### config.mk
export PLATFORM = sky130hd
export DESIGN_NAME = mmio_timer
export DESIGN_NICKNAME = d
export VERILOG_FILES = /design/src/rtl/mmio_pkg.sv /design/src/rtl/tick_gen.sv /design/src/rtl/mmio_timer.sv
export SDC_FILE = /design/constraint.sdc
export NUM_CORES = 1
export LEC_CHECK = 0
export ABC_AREA = 1
export BUFFER_PORTS_ARGS = -buffer_cell sky130_fd_sc_hd__buf_2
export CAP_MARGIN = 20
export CORE_MARGIN = 1
export CORE_UTILIZATION = 60
export CTS_BUF_LIST = sky130_fd_sc_hd__clkbuf_8
export DETAILED_ROUTE_END_ITERATION = 8
export PLACE_DENSITY = 0.9
export SLEW_MARGIN = 20
export SYNTH_ARGS = -nofsm -noshare
export SYNTH_HDL_FRONTEND = slang
export SYNTH_SLANG_ARGS = --single-unit
### constraint.sdc
create_clock -name clk -period 1.9 [get_ports clk]
set_input_delay 0.38 -clock clk [delete_from_list [all_inputs] [get_ports clk]]
set_output_delay 0.38 -clock clk [all_outputs]
set_load 0.1 [all_outputs]
### src/rtl/mmio_pkg.sv
// mmio_pkg: register map and shared constants for memory-mapped peripherals.
// Rev 1.0
`default_nettype none

package mmio_pkg;

  localparam int WIN_BYTES  = 32;
  localparam int WIN_BITS   = $clog2(WIN_BYTES);
  localparam int PRESCALE_W = 16;

  localparam logic [WIN_BITS-1:0] OFS_CTRL     = 5'h00;
  localparam logic [WIN_BITS-1:0] OFS_LOAD     = 5'h04;
  localparam logic [WIN_BITS-1:0] OFS_COUNT    = 5'h08;
  localparam logic [WIN_BITS-1:0] OFS_STATUS   = 5'h0C;
  localparam logic [WIN_BITS-1:0] OFS_PRESCALE = 5'h10;

  localparam int CTRL_EN     = 0;
  localparam int CTRL_RELOAD = 1;
  localparam int CTRL_IE     = 2;

  // Field order matches the CTRL bit indices so the struct maps directly onto rdata[2:0].
  typedef struct packed {
    logic ie;
    logic reload;
    logic en;
  } ctrl_t;

endpackage

`default_nettype wire

### src/rtl/tick_gen.sv
// tick_gen: prescale counter producing one tick every prescale+1 enabled cycles.
// Rev 1.0
`default_nettype none

module tick_gen
  import mmio_pkg::*;
(
  input  logic                  clk,
  input  logic                  reset,
  input  logic                  en,
  input  logic                  clr,
  input  logic [PRESCALE_W-1:0] prescale,
  output logic                  tick,
  output logic [PRESCALE_W-1:0] pc
);

  assign tick = en && (pc == prescale);

  always_ff @(posedge clk or negedge reset) begin
    if (!reset) begin
      pc <= '0;
    end else if (!en || clr || tick) begin
      pc <= '0;
    end else begin
      pc <= pc + PRESCALE_W'(1);
    end
  end

endmodule

`default_nettype wire

### src/rtl/mmio_timer.sv
// mmio_timer: memory-mapped down-counting timer with prescaler, auto-reload and irq.
// Rev 1.0
`default_nettype none

module mmio_timer
  import mmio_pkg::*;
#(
  parameter logic [31:0] BASE  = 32'hFFFF_0000,
  parameter int          WIDTH = 32
) (
  input  logic        clk,
  input  logic        reset,
  input  logic        memwrite,
  input  logic [31:0] addr,
  input  logic [31:0] writedata,
  output logic        hit,
  output logic [31:0] rdata,
  output logic        irq
);

  ctrl_t                 ctrl;
  logic                  expired;
  logic [WIDTH-1:0]      load;
  logic [WIDTH-1:0]      count;
  logic [PRESCALE_W-1:0] prescale;
  logic [PRESCALE_W-1:0] pc;
  logic                  tick;
  logic                  clr;
  logic                  zero_tick;
  logic [WIN_BITS-1:0]   ofs;
  logic                  wr;
  logic                  wr_ctrl;
  logic                  wr_load;
  logic                  wr_status;
  logic                  wr_prescale;

  assign hit = (addr[31:WIN_BITS] == BASE[31:WIN_BITS]);
  // Word access only: byte lanes are masked off the offset.
  assign ofs = addr[WIN_BITS-1:0] & 5'b11100;

  assign wr          = memwrite && hit;
  assign wr_ctrl     = wr && (ofs == OFS_CTRL);
  assign wr_load     = wr && (ofs == OFS_LOAD);
  assign wr_status   = wr && (ofs == OFS_STATUS);
  assign wr_prescale = wr && (ofs == OFS_PRESCALE);

  assign zero_tick = tick && (count == '0);

  // Restart the prescaler when en toggles, or when a new PRESCALE would strand pc above it.
  assign clr = (wr_ctrl && (writedata[CTRL_EN] != ctrl.en)) ||
               (wr_prescale && (writedata[PRESCALE_W-1:0] < pc));

  tick_gen u_tick_gen (
    .clk      (clk),
    .reset    (reset),
    .en       (ctrl.en),
    .clr      (clr),
    .prescale (prescale),
    .tick     (tick),
    .pc       (pc)
  );

  always_ff @(posedge clk or negedge reset) begin
    if (!reset) begin
      ctrl     <= '0;
      load     <= '0;
      count    <= '0;
      expired  <= 1'b0;
      prescale <= '0;
    end else begin
      if (wr_ctrl) begin
        ctrl.en     <= writedata[CTRL_EN];
        ctrl.reload <= writedata[CTRL_RELOAD];
        ctrl.ie     <= writedata[CTRL_IE];
      end else if (zero_tick && !ctrl.reload) begin
        ctrl.en <= 1'b0;
      end

      if (wr_load) begin
        load  <= writedata[WIDTH-1:0];
        count <= writedata[WIDTH-1:0];
      end else if (tick) begin
        if (count != '0) begin
          count <= count - WIDTH'(1);
        end else if (ctrl.reload) begin
          count <= load;
        end
      end

      // Expiry outranks a same-edge write-1-to-clear.
      if (zero_tick) begin
        expired <= 1'b1;
      end else if (wr_status && writedata[0]) begin
        expired <= 1'b0;
      end

      if (wr_prescale) begin
        prescale <= writedata[PRESCALE_W-1:0];
      end
    end
  end

  always_comb begin
    rdata = '0;
    if (hit) begin
      case (ofs)
        OFS_CTRL:     rdata = {29'd0, ctrl};
        OFS_LOAD:     rdata = 32'(load);
        OFS_COUNT:    rdata = 32'(count);
        OFS_STATUS:   rdata = {31'd0, expired};
        OFS_PRESCALE: rdata = 32'(prescale);
        default:      rdata = '0;
      endcase
    end
  end

  assign irq = expired & ctrl.ie;

endmodule

`default_nettype wire

==> flow_summary.ini, run 1 <==
[logic_synthesis]
postSynthCellCount = 1156
synthesis.nets = 1241
synth_top_area_share_pct = 34.2
seq_area_frac_synth_pct = 34.2
ys_top_cells_by_area = dfrtp_1, nand2_1, nor2_1
synth_area_um2 = 7320
yosysWarnings = 0
avgSynthCellArea_um2 = 6.33
synth_seq_cells = 100
synth_top_area_cell = dfrtp_1
synthDistinctLibCells = 38

[clock_network]
cts.htree.levels = 3
numCtsBuffers = 9
cts.path.max_buffers = 2
root_buffer = clkbuf_8
cts_sinks = 100

[outcome]
tool.error = [ERROR GRT-0232] Routing congestion too high. Check the congestion heatmap in the GUI.
status = did not finish
haltStage = global routing

[sta]
worstEndpointType = primary output
worst_endpoint = rdata[2]

[place]
port_buffers = 98
dp_cells = 1451
dp.final_hpwl_mm = 17.8
gp_congestion = 1.03

[floorplan]
initial_core_util_pct = 62.8
ios = 101
fp-row-count = 39
die_w_um = 112
die_y_um = 112

[global_route]
grt_use_total_pct = 75.2
grt_max_degree = 47
grt_overflow = 6
[stage by stage]
stage                     setup slack, ns  util, %  cell area [um2]
after CTS                          -0.222     84.6             9860
after floorplan                    -0.607        -             7810
after detailed placement           -0.239     81.6             9510
after global placement             -0.221     81.6             9510
[cell families after synthesis]
kind of cell	share of synthesized area, %
compound gates	8.14
xor+xnor	2.75
fa+ha+maj	3.08
buf+inv	8.63
flops	34.2
simple gates	43.2
[Yosys cell counts, drive strengths merged]
cell,instances
or2,1
buf,21
nor3,11
o21a,1
nor3b,2
a21oi,27
o31ai,1
dfrtp,100
xor2,18
a211oi,1
clkbuf,13
a221oi,2
and2,3
o21ai,66
nand2,487
a41oi,1
ha,18
nor2,146
nand3b,4
a31oi,13
nand3,85
inv,110
nand4,19
xnor2,5
nor4,1
[routing by layer]
metal / overflow / track usage, %
met1: 0 / 75.6
met2: 3 / 92.6
met3: 0 / 62.3
met4: 3 / 68.3
met5: 0 / 32.2
[what timing repair did]
action,4_1_cts
gates resized for setup,29
endpoints found under the setup margin,65
hold buffers,1
buffers inserted,8
pin swaps,3
cloned,0
hold endpoints to repair,36
==> run 2, diff against run 1 <==
CORE_UTILIZATION = 40   (was 60)
CTS_BUF_LIST = not set   (was sky130_fd_sc_hd__clkbuf_8)
PLACE_DENSITY = not set   (was 0.9)
PLACE_DENSITY_LB_ADDON = 0.15   (was not set)
==> run 2 against run 1 <==
  * The flow now finishes, with violations (negative setup slack)
  * Synthesized cell count unchanged
  * Area after synthesis stayed put
==> flow_summary.ini, run 2 <==
[sta]
grt_setup_unrepaired = yes
worst_slew_pin_slew_ns = 0.601
setup_tns_ns = -8.22
finalCriticalPeriod_ns = 2.18
finalHoldViolCount = 0
fmax_ghz = 0.459
setup_slack_ns = -0.281
relSlewSlack_pct = 60.0
finalCritPeriodShare_pct = 115
setup_viol_count_final = 32
report.final.slew_viol_count = 0
fin_worst_skew_ns = 0.00599

[power]
powerDensity_nw_per_um2 = 419
finalPower_mw = 4.48
intPower_mw = 3.41
vdd_drop_max_v = 0.000459
switching_share_pct = 24.0
leakagePower_nw = 5.37
pwr-share-clk_pct = 45.5
pwr-share-seq_pct = 47.4
power.switching_mw = 1.07
combinationalPowerShare_pct = 7.0

[clock_network]
cts_tree = yes
cts.path.max_buffers = 2
cts.htree.levels = 3
numCtsBuffers = 9
cts_sinks = 100
clk_latency_ns = 0.36
clkSlewWorstSetupHoldPaths_ns = 0.07
root_buffer = clkbuf_16

[final_layout]
area_growth_pct = 46.2
top_regs = count x32, load x32
fill_cells = 1672
fin_cells = 1592
final_area_um2 = 10700
layout_common_cells = nand2_1, nor2_1, buf_4, dfrtp_1, inv_1
fin_nets = 1443
layout-drive-gt1-share_pct = 28.4
final_core_util_pct = 59.6
multiInputGateArea_um2 = 4910
final_common_cell = nand2_1
seq_area_um2 = 2500
num_antenna_cells = 0

[global_route]
grt_pass1_vias = 7634
grt_use_total_pct = 26.5
grt_pass1_wl_mm = 38.4
grt_overflow = 0
antenna_found_initial = 0
grt_max_degree = 101

[outcome]
failed_checks = negative setup slack
status = finished, violations left

[drt]
routed_via_density = 5.10
wl_mm = 24.7
drc = 0
ant_nets = 0
first_pass_iters = 6
drt-wirelength-per-cell_um = 15.5
dr.first_iter.drc_count = 459
num_vias = 8120

[logic_synthesis]
synth_top_area_share_pct = 34.2
synthesis.nets = 1241
synth_top_area_cell = dfrtp_1
yosysWarnings = 0
ys_top_cells_by_area = dfrtp_1, nand2_1, nor2_1
synth_enable_flop_cells = 0
seq_area_frac_synth_pct = 34.2
synth_flop_cell = dfrtp_1
synthDistinctLibCells = 38
synthArstFlopShare_pct = 100
postSynthCellCount = 1156
synthTopCellsByCount = nand2_1, nor2_1, inv_1
synth_seq_cells = 100
synth_area_um2 = 7320
avgSynthCellArea_um2 = 6.33
yosysMostFrequentCell = nand2_1

[worst_setup_path]
arrival_ns = 1.80
crit_fanout = 6
critPathCaptureType = primary output
r2r_slack_ns = 0.01
cp-start-kind = input port
crit_required_ns = 1.52
path_class = in2out

[worst_hold_path]
hold_path.class = in2async

[place]
port_buffers = 98
gp_congestion = 0.947
dp.final_hpwl_mm = 18.4
postPlaceCellArea_um2 = 9690
dp_cells = 1548

[floorplan]
die_w_um = 137
initial_core_util_pct = 40.7
die_y_um = 137
ios = 101
coreArea_um2 = 18000
fp-row-count = 49
dieArea_um2 = 18800

[flow_run]
maxCapViolations = 0
## run 2: stage by stage
| stage | setup WS (ns) | hold WS (ns) |
|---|---|---|
| after floorplan | -0.607 | 0.0844 |
| after global placement | -0.286 | 0.492 |
| after detailed placement | -0.331 | 0.490 |
| after CTS | -0.284 | 0.105 |
| after global routing | -0.343 | 0.124 |
| final | -0.281 | 0.0342 |
## run 2: kinds of logic after synthesis
logic type	count (synthesis)	synth area share (%)
AOI/OAI and AO/OA	112	8.14
xor gates and xnor gates	23	2.75
adders and majority gates	18	3.08
buffers and inverters	144	8.63
DFF	100	34.2
and+or+nand+nor	759	43.2
## run 2: area by class of cell
type | count | share of cell area [%]
tap | 229 | 2.68
clock inverter | 6 | 0.830
sequential | 100 | 23.4
timing repair buffer | 223 | 20.8
inverter | 110 | 4.06
clock buffer | 10 | 2.14
timing repair inverter | 2 | 0.292
multi-input combinational | 912 | 45.8
## run 2: critical path: stages
cell	delay (ns)
buf_8	0.10
nor3_4	0.19
nor3b_4	0.22
and2_4	0.18
o21ai_4	0.14
buf_12	0.18
a41oi_4	0.19
buf_12	0.20
## run 2: timing repair
action | CTS | global route
gates resized for setup | 6 | 129
endpoints found under the setup margin | 32 | 82
pin swaps | 1 | 32
hold buffers | 0 | 0
gates cloned | 1 | 4
buffers inserted | 3 | 20
## run 2: final timing paths
kind	cells past startpoint	to	start
max reg2reg	13	count[4]	count[0]
min reg2reg	2	load[7]	load[7]
max	8	rdata[2]	addr[12]
min in group clk	3	load[29]	writedata[29]
min	2	load[21]	reset
max in group asynchronous	2	count[9]	reset
## run 2: power by group through the flow
stage          Clock, mW  Combinational (mW)  Sequential (mW)
2_1_floorplan          0              0.0942             2.17
3_3_place_gp           0               0.302             2.17
3_5_place_dp           0               0.307             2.17
4_1_cts             2.07               0.312             2.13
5_1_grt             2.13               0.352             2.13
6_report            2.04               0.315             2.13
## run 2: per-layer routing
layer	wire, um	vias to the layer above	track usage, %
met4	824	0	9.52
met1	10700	3806	32.7
met2	12300	197	46.8
met5	0	-	0
li1	-	4062	-
met3	840	55	3.57
Power figures use the tool's default switching activity.
